$ cat config.mk
export PLATFORM = sky130hd
export DESIGN_NAME = axis_fifo_wr_monitor
export DESIGN_NICKNAME = d
export VERILOG_FILES = /design/src/rtl/axis_fifo_wr_monitor.sv
export SDC_FILE = /design/constraint.sdc
export NUM_CORES = 1
export LEC_CHECK = 0
export ABC_AREA = 1
export CELL_PAD_IN_SITES_DETAIL_PLACEMENT = 0
export CELL_PAD_IN_SITES_GLOBAL_PLACEMENT = 1
export CORE_MARGIN = 1
export CORE_UTILIZATION = 23
export CTS_CLUSTER_SIZE = 10
export DETAILED_ROUTE_END_ITERATION = 8
export PLACE_DENSITY_LB_ADDON = 0.1
export SLEW_MARGIN = 5
export SYNTH_ARGS = -nofsm -noshare
export SYNTH_HDL_FRONTEND = slang
export SYNTH_SLANG_ARGS = --single-unit
$ cat constraint.sdc
create_clock -name clk -period 2.8 [get_ports clk]
set_input_delay 0.42 -clock clk [delete_from_list [all_inputs] [get_ports clk]]
set_output_delay 0.42 -clock clk [all_outputs]
set_load 0.01 [all_outputs]
$ cat src/rtl/axis_fifo_wr_monitor.sv
// Write side of the PON Tx FIFO: forwards AXI-Stream beats into the FIFO and tracks the
// FIFO level and the frames that hold enough data for the read controller to start.
module axis_fifo_wr_monitor #(
  parameter int DATA_WIDTH = 64,
  parameter int MIN_WORDS  = 16,
  parameter int FIFO_DEPTH = 512,
  parameter int LVL_W      = 10,
  parameter int ARM_W      = 4
) (
  input  logic                  clk,
  input  logic                  rst,
  input  logic [DATA_WIDTH-1:0] s_axis_tdata,
  input  logic                  s_axis_tvalid,
  input  logic                  s_axis_tlast,
  output logic                  s_axis_tready,
  output logic                  fifo_wr_en,
  output logic [DATA_WIDTH:0]   fifo_wr_data,
  input  logic                  fifo_full,
  input  logic                  fifo_rd_en,
  input  logic                  fifo_rd_tlast,
  output logic                  fifo_min_data_write_done,
  output logic [LVL_W-1:0]      fifo_level,
  output logic                  overflow_err,
  output logic                  underflow_err
);

  localparam int               WC_W      = $clog2(MIN_WORDS + 1);
  localparam logic [WC_W-1:0]  MIN_WC    = WC_W'(MIN_WORDS);
  localparam logic [LVL_W-1:0] DEPTH_LVL = LVL_W'(FIFO_DEPTH);
  localparam logic [ARM_W-1:0] ARM_MAX   = '1;

  typedef enum logic [1:0] {IDLE, FILL, ARMED} state_t;

  state_t           state;
  logic [WC_W-1:0]  wc;
  logic [LVL_W-1:0] level;
  logic [ARM_W-1:0] armed_cnt;
  logic [ARM_W-1:0] armed_nxt;
  logic             accept;
  logic             arm;
  logic             rd_frame;

  assign s_axis_tready = !rst && !fifo_full && (level < DEPTH_LVL);
  assign accept        = s_axis_tvalid && s_axis_tready;
  assign fifo_wr_en    = accept;
  assign fifo_wr_data  = {s_axis_tlast, s_axis_tdata};
  assign fifo_level    = level;
  assign rd_frame      = fifo_rd_en && fifo_rd_tlast;

  // A frame is armed exactly once: on its MIN_WORDS-th beat, or on an earlier TLAST.
  always_comb begin
    arm = 1'b0;
    if (accept) begin
      case (state)
        IDLE:    arm = s_axis_tlast || (MIN_WORDS == 1);
        FILL:    arm = s_axis_tlast || ((wc + WC_W'(1)) == MIN_WC);
        default: arm = 1'b0;
      endcase
    end
  end

  always_comb begin
    armed_nxt = armed_cnt;
    if (arm && !rd_frame) begin
      if (armed_cnt != ARM_MAX) armed_nxt = armed_cnt + ARM_W'(1);
    end else if (!arm && rd_frame) begin
      if (armed_cnt != '0) armed_nxt = armed_cnt - ARM_W'(1);
    end
  end

  always_ff @(posedge clk) begin
    if (rst) begin
      state <= IDLE;
      wc    <= '0;
    end else if (accept) begin
      case (state)
        IDLE: begin
          if (s_axis_tlast) begin
            state <= IDLE;
            wc    <= '0;
          end else if (MIN_WORDS == 1) begin
            state <= ARMED;
            wc    <= MIN_WC;
          end else begin
            state <= FILL;
            wc    <= WC_W'(1);
          end
        end
        FILL: begin
          if (s_axis_tlast) begin
            state <= IDLE;
            wc    <= '0;
          end else if ((wc + WC_W'(1)) == MIN_WC) begin
            state <= ARMED;
            wc    <= MIN_WC;
          end else begin
            wc <= wc + WC_W'(1);
          end
        end
        ARMED: begin
          if (s_axis_tlast) begin
            state <= IDLE;
            wc    <= '0;
          end
        end
        default: begin
          state <= IDLE;
          wc    <= '0;
        end
      endcase
    end
  end

  // A write seen while the level is at depth means fifo_full disagrees with our count.
  always_ff @(posedge clk) begin
    if (rst) begin
      level                    <= '0;
      armed_cnt                <= '0;
      fifo_min_data_write_done <= 1'b0;
      overflow_err             <= 1'b0;
      underflow_err            <= 1'b0;
    end else begin
      armed_cnt                <= armed_nxt;
      fifo_min_data_write_done <= (armed_nxt != '0);
      if (s_axis_tvalid && !fifo_full && (level == DEPTH_LVL)) overflow_err <= 1'b1;
      if (fifo_rd_en && (level == '0)) underflow_err <= 1'b1;
      if (accept && !fifo_rd_en) begin
        level <= level + LVL_W'(1);
      end else if (!accept && fifo_rd_en && (level != '0)) begin
        level <= level - LVL_W'(1);
      end
    end
  end

endmodule

# ---- Word level (Yosys, flattened, before mapping)
# Cells that the tools add are included.
dict set report word_totals {
  reg_bits 24
  input_bits 71
  output_inout_bits 80
}
dict set report op_classes {
  add_sub_neg 5
  order_cmp 1
  n_eq_ne 7
  mux 18
  n_reduce_logical 27
}
# cell n
set op_table {}
lappend op_table {{$mux W10} 2}
lappend op_table {{$mux W4} 4}
lappend op_table {{$mux W5} 3}
lappend op_table {{$pmux W5 S3} 1}
lappend op_table {{$logic_and A1 B1 Y1} 12}
lappend op_table {{$add A10 B1 Y10 const B} 1}
lappend op_table {{$eq A10 B10 Y1 const B} 1}
lappend op_table {{$logic_not A10 Y1} 1}
lappend op_table {{$lt A10 B10 Y1 const B} 1}
lappend op_table {{$reduce_bool A10 Y1} 1}
lappend op_table {{$sub A10 B1 Y10 const B} 1}
lappend op_table {{$reduce_bool A4 Y1} 2}
lappend op_table {{$logic_not A1 Y1} 6}
lappend op_table {{$mux W2} 3}
lappend op_table {{$pmux W2 S3} 1}
lappend op_table {{$add A5 B1 Y5 const B} 1}
lappend op_table {{$eq A5 B5 Y1 const B} 1}
lappend op_table {{$add A4 B1 Y4 const B} 1}
lappend op_table {{$ne A4 B4 Y1 const B} 1}
lappend op_table {{$sub A4 B1 Y4 const B} 1}
lappend op_table {{$mux W1} 3}
lappend op_table {{$ne A3 B3 Y1 const B} 1}
lappend op_table {{$reduce_and A3 Y1} 1}
lappend op_table {{$eq A2 B1 Y1 const B} 1}
lappend op_table {{other kinds (7)} 7}

# ---- Depth between registers and ports, before layout
# Gate-level depths: netlist (run 1).
dict set report depth {
  word_depth 10
  depth_mapped 15
  ltp_nobuf 15
}

# ---- Least setup slack after synthesis (run 1)
# No wires, ideal clock.
dict set report synth_timing {
  kind {input -> register}
  start {input port fifo_full}
  end {register level[7], in the netlist fifo_level[7]}
  arrival_time_ns 2.384
  t_required_ns 2.680
  path_slack_ns 0.296
  stages 12
  path_buffers 1
  cell_sequence {nor3_4 nand2_2 or2_0 buf_6 ha_1 a21oi_1 nand2_1 a31oi_1 o21ai_0 a21oi_1 xor2_1 a21oi_1}
}
dict set report synth_between {
  elab_chain_len 8
  word_cells_on_any_way 10
  cone_classes {mux (1); reduce/logical (9)}
}
# element line
set synth_rtl {}
lappend synth_rtl {{start: declaration} 18} ;# input logic fifo_full,
lappend synth_rtl {{$logic_not A1 Y1 *} 43} ;# assign s_axis_tready = !rst && !fifo_full && (level < DEPTH_LVL);
lappend synth_rtl {{$logic_and A1 B1 Y1 * (2 in a row)} 43}
lappend synth_rtl {{$logic_and A1 B1 Y1 *} 44} ;# assign accept = s_axis_tvalid && s_axis_tready;
lappend synth_rtl {{$logic_not A1 Y1} 129} ;# end else if (!accept && fifo_rd_en && (level != '0)) begin
lappend synth_rtl {{$logic_and A1 B1 Y1 (2 in a row)} 129}
lappend synth_rtl {{$reduce_bool A2 Y1 (no line)} -}
lappend synth_rtl {{end signal: assignment} 128} ;# level <= level + LVL_W'(1);
lappend synth_rtl {{end signal: assignment} 130} ;# level <= level - LVL_W'(1);
lappend synth_rtl {{end: declaration} 36} ;# logic [LVL_W-1:0] level;
# Mark *: on every way between the ends. The rest lies on a longest branch, timed or not.
# A chain may end at the register's enable or synchronous reset.

# ---- Worst setup path after layout (run 1)
dict set report layout_timing {
  start {input port fifo_full}
  end {register level[8], in the netlist fifo_level[8]}
}
# The elaborated chain is that of the path after synthesis.

==> impl_metrics.json, run 1 <==
{
  "htree_levels": 1,
  "post_dp_cell_area_um2": 2110,
  "power.total_mw": 1.76,
  "grt_pass1_wl_um": 8420,
  "viasPerCell": 4.25,
  "dieHeight_um": 97.7,
  "hold_viol_final": 0,
  "cts_tree": "built",
  "crit_chain": "clkdlybuf4s50_1 -> nor3_4 -> nand2_2 -> or2_1 -> buf_4 -> ha_1 -> inv_1 -> nor4_1 -> nand2_1 -> o311ai_0 -> xor2_1 -> a21oi_1",
  "wl_per_cell_um": 13.2,
  "finalWirelength_um": 5040,
  "path_delay_family": "simple AND/OR/NAND/NOR gates",
  "coreArea_um2": 8810,
  "violations": "design-rule violations",
  "start_util": 0.239,
  "hp-start": "underflow_err$_SDFFE_PP0P_",
  "max_slew.worst_pin.slew_ns": 0.439,
  "synthCells": 294,
  "drv_cap": 0,
  "hold_ws_ns": 0.458,
  "tns_ns": 0,
  "clk_path_buf_depth": 2,
  "vias": 1625,
  "yosysTopAreaCellShare": 0.232,
  "fin_nets": 358,
  "synth-seq-cells": 24,
  "post-cts-setup-buffers": 0,
  "timing.rr.end": "fifo_level[8]$_SDFFE_PP0P_",
  "cp-end-kind": "flip-flop",
  "io_buffers": 22,
  "finalMaxSlewViolations": 0,
  "arrival_ns": 2.81,
  "worstPathRequired_ns": 2.98,
  "chipWidth_um": 97.7,
  "grt_max_degree": 20,
  "antenna_cells": 0,
  "reg2reg_from": "fifo_level[9]$_SDFFE_PP0P_",
  "rows": 34,
  "final.setup_skew_ns": 0.00409,
  "slowest_delay_ns": 0.47,
  "yosysTopAreaCell": "buf_4",
  "finalCritPeriodShare": 0.940,
  "final_area_um2": 2190,
  "drc": 11,
  "ctsResizeCount": 0,
  "crit_buf_inv": 3,
  "io_pins": 151,
  "place_hpwl_um": 3800,
  "ant_nets": 0,
  "min_path_cells": 2,
  "dieArea_um2": 9540,
  "cp_max_fo": 5,
  "reg2regPathDepth": 11,
  "yosysUniqueCellTypes": 36,
  "slew_headroom": 0.705,
  "clkTransAtPathRegs_ns": 0.10,
  "ir_drop_mv": 0.307,
  "numCtsBuffers": 3,
  "hold_path.class": "flip-flop to flip-flop",
  "gp_congestion": 0.717,
  "max_freq_mhz": 380,
  "fill_cells": 979,
  "hold_buffers": 0,
  "p_leak_nw": 0.944,
  "drt_pass1_iterations": 8,
  "grt.total_usage": 0.111,
  "synth_area_leaders": "buf_4 23%, dfxtp_1 23%, nand2_1 6.8%",
  "syn-num-nets": 377,
  "slowest_stage": "clkdlybuf4s50_1",
  "syn_area_um2": 2110,
  "layout-drive-gt1-share": 0.139,
  "hold_end": "underflow_err$_SDFFE_PP0P_",
  "insertion_delay_ns": 0.28,
  "worst_setup_path_start_kind": "input port",
  "clock_sinks": 24,
  "rsz0062_at_grt": "no",
  "grt_pass1_vias": 1667,
  "setup_violations": 0,
  "utilization": 0.248,
  "finalCriticalPeriod_ns": 2.63,
  "yosysWarnings": 0,
  "drt_iter0_drc": 69,
  "multi_input_area_um2": 1010,
  "antenna_found_initial": 0,
  "powerDensity_nw_per_um2": 807,
  "r2r_slack_ns": 0.38,
  "regArea_um2": 480,
  "outcome": "complete, but fails checks",
  "clockRootBuffer": "clkbuf_8",
  "critPathKind": "input port to flip-flop",
  "avgSynthCellArea_um2": 7.16,
  "area_delta_synth_final_pct": 3.86,
  "gr-total-overflow": 0,
  "yosysSeqAreaShare": 0.228
}
==> per-stage QoR <==
stage / setup slack [ns] / std cells
2_1_floorplan: 0.296 / 294
3_3_place_gp: -0.208 / 378
3_5_place_dp: -0.196 / 378
4_1_cts: 0.0939 / 382
5_1_grt: 0.00314 / 382
6_report: 0.167 / 382
==> worst max path at each step <==
stage / start / end / slack [ns] / depth (start not counted)
after floorplan: fifo_full / fifo_level[7]$_SDFFE_PP0P_ / 0.30 / 12
after global placement: fifo_full / fifo_level[9]$_SDFFE_PP0P_ / -0.21 / 13
after detailed placement: fifo_full / fifo_level[9]$_SDFFE_PP0P_ / -0.20 / 14
after CTS: fifo_full / fifo_level[9]$_SDFFE_PP0P_ / 0.09 / 14
after global routing: fifo_full / fifo_level[6]$_SDFFE_PP0P_ / 0.003 / 12
final: fifo_full / fifo_level[8]$_SDFFE_PP0P_ / 0.17 / 12
==> synth_stat cells, drive strengths merged <==
| cell | n |
|---|---|
| buf | 67 |
| xor2 | 6 |
| a21oi | 26 |
| inv | 30 |
| o211ai | 1 |
| dfxtp | 24 |
| o21bai | 1 |
| nand4 | 5 |
| or2 | 1 |
| nand3b | 1 |
| clkinv | 1 |
| o21ai | 19 |
| fa | 1 |
| nor2 | 20 |
| a31oi | 3 |
| ha | 11 |
| nor4 | 2 |
| nand2 | 40 |
| xnor2 | 2 |
| o31ai | 1 |
| o311ai | 1 |
| a221oi | 1 |
| clkbuf | 2 |
| nand3 | 25 |
| nor3 | 3 |
==> worst reg2reg max path: stages, from the launching register on <==
cell and delay, ns:
dfxtp_1 0.39, nor3_4 0.24, nand2_2 0.08, or2_1 0.30
buf_4 0.19, ha_1 0.31, inv_1 0.10, nor4_1 0.27
nand2_1 0.07, o311ai_0 0.12, xor2_1 0.19, a21oi_1 0.07
==> cells by family (layout without fill, tap and decap cells) <==
kind of cell | after synthesis | after routing | synth area share
adder cells (fa/ha/maj) | 12 | 12 | 0.0749
flip-flops | 24 | 24 | 0.228
buffers and inverters | 100 | 80 | 0.304
XOR/XNOR | 8 | 8 | 0.0333
AND/OR/NAND/NOR | 97 | 97 | 0.216
AO/OA/AOI/OAI | 53 | 53 | 0.144
==> routing by layer <==
layer / vias up / track usage / share of wire
li1: 867 / - / -
met1: 702 / 0.142 / 0.49
met2: 46 / 0.178 / 0.44
met3: 10 / 0.0302 / 0.064
met4: 0 / 0.0385 / 0.0056
met5: - / 0 / 0
==> where the power goes <==
| part | internal (mW) | switching [mW] |
|---|---|---|
| clock | 0.126 | 0.132 |
| combinational | 0.505 | 0.493 |
| sequential | 0.412 | 0.0957 |
| total | 1.04 | 0.721 |
==> cells in the final DEF (no fill, tap or decap) <==
cell / count
nand2_1: 38
inv_1: 30
nand3_1: 24
a21oi_1: 24
dfxtp_1: 24
buf_4: 23
clkdlybuf4s50_1: 22
nor2_1: 20
o21ai_0: 18
ha_1: 11
xor2_1: 6
nand4_1: 5
clkbuf_8: 4
a21oi_2: 2
a31oi_2: 2
xnor2_1: 2
nor3_4: 1
nand2_2: 1
or2_1: 1
nor4_2: 1
nand2_4: 1
o21bai_1: 1
o21ai_1: 1
clkinv_1: 1
nand3b_1: 1
nand3_2: 1
a31oi_4: 1
a221oi_1: 1
nor3_1: 1
nor4_1: 1
o311ai_0: 1
o31ai_1: 1
nor3_2: 1
o211ai_1: 1
fa_1: 1
==> registers in the layout, indices dropped and copies added, names as in the netlist <==
signal                    flops
fifo_level                   10
wc                            5
armed_cnt                     4
state                         2
fifo_min_data_write_done      1
overflow_err                  1
underflow_err                 1
==> area by class of cell <==
cell class | count | share of cell area
sequential | 24 | 0.220
clock buffer | 4 | 0.0252
inverter | 31 | 0.0532
multi-input combinational | 170 | 0.461
tap | 108 | 0.0618
timing repair buffer | 45 | 0.180
Note: power is estimated with default switching activity, not from simulation.
==> inputs of run 2 (changes only) <==
--- a/config.mk
+++ b/config.mk
@@ -6,10 +6,8 @@
 export NUM_CORES = 1
 export LEC_CHECK = 0
 export ABC_AREA = 1
-export CELL_PAD_IN_SITES_DETAIL_PLACEMENT = 0
-export CELL_PAD_IN_SITES_GLOBAL_PLACEMENT = 1
 export CORE_MARGIN = 1
-export CORE_UTILIZATION = 23
+export CORE_UTILIZATION = 35
 export CTS_CLUSTER_SIZE = 10
 export DETAILED_ROUTE_END_ITERATION = 8
 export PLACE_DENSITY_LB_ADDON = 0.1
==> run 2 against run 1 <==
  * The flow now finishes without violations
  * Sequential power fell by 1%
  * Wire length is 14% lower
  * Utilization increased by 12 points
  * Critical path depth did not move
  * Hold slack got worse by 0.0057 ns
  * Flip-flop and latch count is the same
  * Clock-buffer cell count shrank 1
  * Clock power fell by 17%
  * First-iteration DRC count fell by 28%
  * Cell count shrank 10%
  * Highest routed layer unchanged
==> impl_metrics.json, run 2 (synthesis results as in run 1) <==
{
  "io_pins": 151,
  "drv_cap": 0,
  "ir_drop_mv": 0.377,
  "setup_violations": 0,
  "clk_path_buf_depth": 2,
  "area_delta_synth_final_pct": -0.357,
  "cp-end-kind": "flip-flop",
  "dieHeight_um": 79.6,
  "busiest_layer": "met2",
  "rows": 27,
  "final_cell_mix": "38 x nand2_1, 30 x inv_1, 25 x a21oi_1",
  "grt_pass1_wl_um": 7240,
  "fin_nets": 355,
  "clockRootBuffer": "clkbuf_8",
  "grt_pass1_vias": 1509,
  "powerDensity_nw_per_um2": 798,
  "rsz0062_at_grt": "no",
  "fill_cells": 612,
  "coreArea_um2": 5640,
  "final_area_um2": 2100,
  "clock_sinks": 24,
  "hold_path.class": "flip-flop to flip-flop",
  "io_buffers": 22,
  "fin_ws_ns": 0.220,
  "ant_nets": 0,
  "gr-total-overflow": 0,
  "grt.met3_usage": 0.0594,
  "slew_headroom": 0.724,
  "place_hpwl_um": 3300,
  "met1_usage": 0.186,
  "dieArea_um2": 6330,
  "gp_congestion": 0.802,
  "final_common_cell": "nand2_1",
  "post-cts-setup-buffers": 0,
  "final_cells": 342,
  "viasPerCell": 4.70,
  "largest_reg_flops": 10,
  "grt_util_met2": 0.223,
  "grt_max_degree": 20,
  "worstPathRequired_ns": 3.01,
  "antenna_found_initial": 0,
  "critPathKind": "input port to flip-flop",
  "hold_ws_ns": 0.452,
  "finalCriticalPeriod_ns": 2.58,
  "finalMaxSlewViolations": 0,
  "htree_levels": 1,
  "hold_viol_final": 0,
  "max_slew.worst_pin.slew_ns": 0.409,
  "finalWirelength_um": 4330,
  "wl_per_cell_um": 12.6,
  "start_util": 0.373,
  "chipWidth_um": 79.6,
  "finalCritPeriodShare": 0.922,
  "clkTransAtPathRegs_ns": 0.09,
  "cp_max_fo": 5,
  "numCtsBuffers": 3,
  "max_freq_mhz": 388,
  "grt.total_usage": 0.145,
  "final.setup_skew_ns": 0.00252,
  "placedCellCount": 339,
  "layout-drive-gt1-share": 0.122,
  "antenna_cells": 0,
  "drt_pass1_iterations": 4,
  "dp_slack_ns": -0.182,
  "outcome": "finished clean",
  "insertion_delay_ns": 0.27,
  "post_dp_cell_area_um2": 2040,
  "p_leak_nw": 0.923,
  "arrival_ns": 2.79,
  "drt_iter0_drc": 50,
  "worst_setup_path_start_kind": "input port",
  "cts_tree": "built",
  "drc": 0,
  "vias": 1606
}
run 2: cell types whose count changed in the layout (fill, tap and decap cells not counted), sizes merged:
cell,delta
buf,-3
clkbuf,-1
run 2: routing by layer:
| layer | vias up | part of all wire |
|---|---|---|
| met5 | - | 0 |
| met4 | 0 | 0.0072 |
| met3 | 6 | 0.067 |
| met2 | 51 | 0.44 |
| met1 | 692 | 0.48 |
| li1 | 857 | - |
run 2: area by class of cell:
class / count / area, um^2 / area share
Multi-Input combinational cell: 170 / 1000 / 0.476
Sequential cell: 24 / 480 / 0.229
Timing Repair Buffer: 42 / 370 / 0.177
Inverter: 31 / 116 / 0.0555
Tap cell: 72 / 90.1 / 0.0429
Clock buffer: 3 / 41.3 / 0.0197
run 2: final timing paths:
path | startpoint | endpoint | slack [ns] | depth (start not counted)
worst max-delay path | fifo_full | fifo_level[8]$_SDFFE_PP0P_ | 0.22 | 12
worst min-delay path | underflow_err$_SDFFE_PP0P_ | underflow_err$_SDFFE_PP0P_ | 0.45 | 2
worst max register to register | fifo_level[9]$_SDFFE_PP0P_ | fifo_level[8]$_SDFFE_PP0P_ | 0.47 | 11
worst min register to register | underflow_err$_SDFFE_PP0P_ | underflow_err$_SDFFE_PP0P_ | 0.45 | 2
run 2: worst max-delay path, stage by stage:
cell and delay (ns):
clkdlybuf4s50_1 0.48, nor3_4 0.22, nand2_2 0.07, or2_4 0.26, buf_4 0.17, fa_1 0.38
nand3_1 0.08, nand3_1 0.14, nand2_1 0.12, o311ai_0 0.15, xor2_1 0.18, a21oi_1 0.13
run 2: metrics by stage:
stage / TNS (ns) / total power, mW / utilization
after floorplan: 0 / 1.16 / -
after global placement: -0.442 / 1.48 / 0.362
after detailed placement: -0.702 / 1.46 / 0.362
after CTS: 0 / 1.69 / 0.369
after global routing: 0 / 1.84 / 0.372
final: 0 / 1.68 / 0.372
run 2: what timing repair did:
item | CTS | global route
resized for setup | 0 | 4
setup endpoints to repair | 0 | 5
hold buffers | 0 | 0
run 2: where the power goes:
| group | total (mW) | internal (mW) | switching, mW |
|---|---|---|---|
| clock network | 0.214 | 0.0965 | 0.118 |
| registers | 0.502 | 0.412 | 0.0898 |
| logic | 0.959 | 0.488 | 0.471 |
| total | 1.68 | 0.997 | 0.679 |
==> inputs of run 3 (changes only) <==
--- a/config.mk
+++ b/config.mk
@@ -11,6 +11,7 @@
 export CTS_CLUSTER_SIZE = 10
 export DETAILED_ROUTE_END_ITERATION = 8
 export PLACE_DENSITY_LB_ADDON = 0.1
+export SETUP_SLACK_MARGIN = 0.3
 export SLEW_MARGIN = 5
 export SYNTH_ARGS = -nofsm -noshare
 export SYNTH_HDL_FRONTEND = slang
==> run 3 against run 2 <==
  * Hold slack gained 0.0064 ns
  * Flip-flop and latch count is the same
  * Wire length grew 4.2%
  * Clock-buffer cell count grew 1
  * Clock power grew 15%
  * Clock skew grew 0.0041 ns
  * Die area is the same
  * Utilization grew 1.3 points
==> impl_metrics.json, run 3 (synthesis results as in run 1) <==
{
  "place_hpwl_um": 3340,
  "crit_chain": "clkdlybuf4s50_1 -> nand2_2 -> or2_0 -> buf_6 -> ha_4 -> a21oi_2 -> nand2_1 -> a31oi_2 -> o21ai_0 -> a21oi_1 -> xor2_1 -> a21oi_1",
  "utilization": 0.385,
  "dp_slack_ns": -0.0947,
  "dieArea_um2": 6330,
  "cp_common_cell": "a21oi_1",
  "area_delta_synth_final_pct": 3.21,
  "outcome": "finished clean",
  "grt.met3_usage": 0.0503,
  "finalCriticalPeriod_ns": 2.35,
  "finalCritPeriodShare": 0.839,
  "io_buffers": 22,
  "post_dp_cell_area_um2": 2080,
  "cts_tree": "built",
  "gr-total-overflow": 0,
  "p_int_mw": 1.05,
  "final_cells": 346,
  "min_path_cells": 2,
  "post-cts-setup-buffers": 0,
  "numCtsBuffers": 3,
  "fin_nets": 358,
  "ant_nets": 0,
  "ir_drop_mv": 0.373,
  "layout-drive-gt1-share": 0.150,
  "grt_max_degree": 20,
  "max_slew.worst_pin.slew_ns": 0.492,
  "slowest_delay_ns": 0.50,
  "slowest_stage": "clkdlybuf4s50_1",
  "final_cell_mix": "38 x nand2_1, 30 x inv_1, 24 x a21oi_1, 24 x dfxtp_1, 23 x nand3_1",
  "rows": 27,
  "chipWidth_um": 79.6,
  "setup_violations": 0,
  "met1_usage": 0.181,
  "busiest_layer": "met2",
  "drv_cap": 0,
  "final.setup_skew_ns": 0.00665,
  "p_leak_nw": 0.954,
  "slew_headroom": 0.669,
  "viasPerCell": 4.88,
  "antenna_found_initial": 0,
  "finalMaxSlewViolations": 0,
  "hold_viol_final": 0,
  "coreArea_um2": 5640,
  "start_util": 0.373,
  "clk_path_buf_depth": 2,
  "crit_cells": 12,
  "finalWirelength_um": 4510,
  "fin_ws_ns": 0.452,
  "wl_per_cell_um": 13.0,
  "critPathKind": "input port to flip-flop",
  "crit_buf_inv": 2,
  "worstPathRequired_ns": 2.97,
  "grt.total_usage": 0.148,
  "largest_reg_flops": 10,
  "hold_ws_ns": 0.458,
  "dieHeight_um": 79.6,
  "worst_setup_path_start_kind": "input port",
  "p_clk_frac": 0.140,
  "pwr-share-seq": 0.288,
  "grt_pass1_vias": 1556,
  "p_sw_frac": 0.403,
  "clockRootBuffer": "clkbuf_8",
  "powerDensity_nw_per_um2": 813,
  "placedCellCount": 342,
  "clkTransAtPathRegs_ns": 0.09,
  "vias": 1689,
  "final_common_cell": "nand2_1",
  "path_delay_family": "compound AO/OA/AOI/OAI gates",
  "hold_path.class": "flip-flop to flip-flop",
  "final_area_um2": 2170,
  "grt_util_met2": 0.252,
  "combPwrFrac": 0.572,
  "p_switching_mw": 0.713,
  "rsz0062_at_grt": "yes",
  "reg2regPathDepth": 12,
  "arrival_ns": 2.52,
  "io_pins": 151,
  "drt_iter0_drc": 93,
  "insertion_delay_ns": 0.27,
  "clock_sinks": 24,
  "htree_levels": 1,
  "drt_pass1_iterations": 4,
  "cp-end-kind": "flip-flop",
  "drc": 0,
  "cp_max_fo": 10,
  "antenna_cells": 0,
  "gp_congestion": 0.806,
  "grt_pass1_wl_um": 7380,
  "max_freq_mhz": 426
}
-- run 3: cell types whose count changed in the layout (fill, tap and decap cells not counted), moves of 2 or more --
cell,delta
clkdlybuf4s50_1,-2
ha_1,-2
ha_4,+2
buf_4,+2
dlygate4sd2_1,+2
-- run 3: what timing repair did --
item / CTS / global route
pin swaps: 0 / 0
hold buffers: 0 / 0
setup endpoints to repair: 4 / 3
gates cloned: 0 / 0
resized for setup: 4 / 5
-- run 3: layout make-up --
type                            count  area (um^2)
Timing Repair Buffer               45          394
Fill cell                         614         3470
Sequential cell                    24          480
Clock buffer                        4         55.1
Tap cell                           72         90.1
Inverter                           31          116
Multi-Input combinational cell    170         1040
-- run 3: final timing paths --
kind | startpoint | end | slack (ns)
worst max-delay path | s_axis_tvalid | fifo_level[7]$_SDFFE_PP0P_ | 0.45
worst min-delay path | overflow_err$_SDFFE_PP0P_ | overflow_err$_SDFFE_PP0P_ | 0.46
worst max register to register | fifo_level[9]$_SDFFE_PP0P_ | fifo_level[7]$_SDFFE_PP0P_ | 0.53
worst min register to register | overflow_err$_SDFFE_PP0P_ | overflow_err$_SDFFE_PP0P_ | 0.46
-- run 3: through the flow --
stage	total power, mW	TNS [ns]
after floorplan	1.17	0
after global placement	1.50	-0.224
after detailed placement	1.48	-0.262
after CTS	1.75	0
after global routing	1.93	0
final	1.77	0
-- run 3: tightest hold or removal path, stage by stage, from the launching register on --
cell and delay (ns):
dfxtp_1 0.32, inv_1 0.04, a21oi_1 0.05
-- run 3: power by group through the flow --
stage / sequential (mW) / clock, mW / combinational (mW)
after floorplan: 0.516 / 0 / 0.655
after global placement: 0.519 / 0 / 0.984
after detailed placement: 0.513 / 0 / 0.970
after CTS: 0.510 / 0.261 / 0.984
after global routing: 0.523 / 0.273 / 1.13
final: 0.509 / 0.247 / 1.01
-- run 3: metal layers --
metal,routed length (um),share of wire
met5,0,0
met2,2100,0.47
met4,19,0.0042
met1,2130,0.47
met3,257,0.057
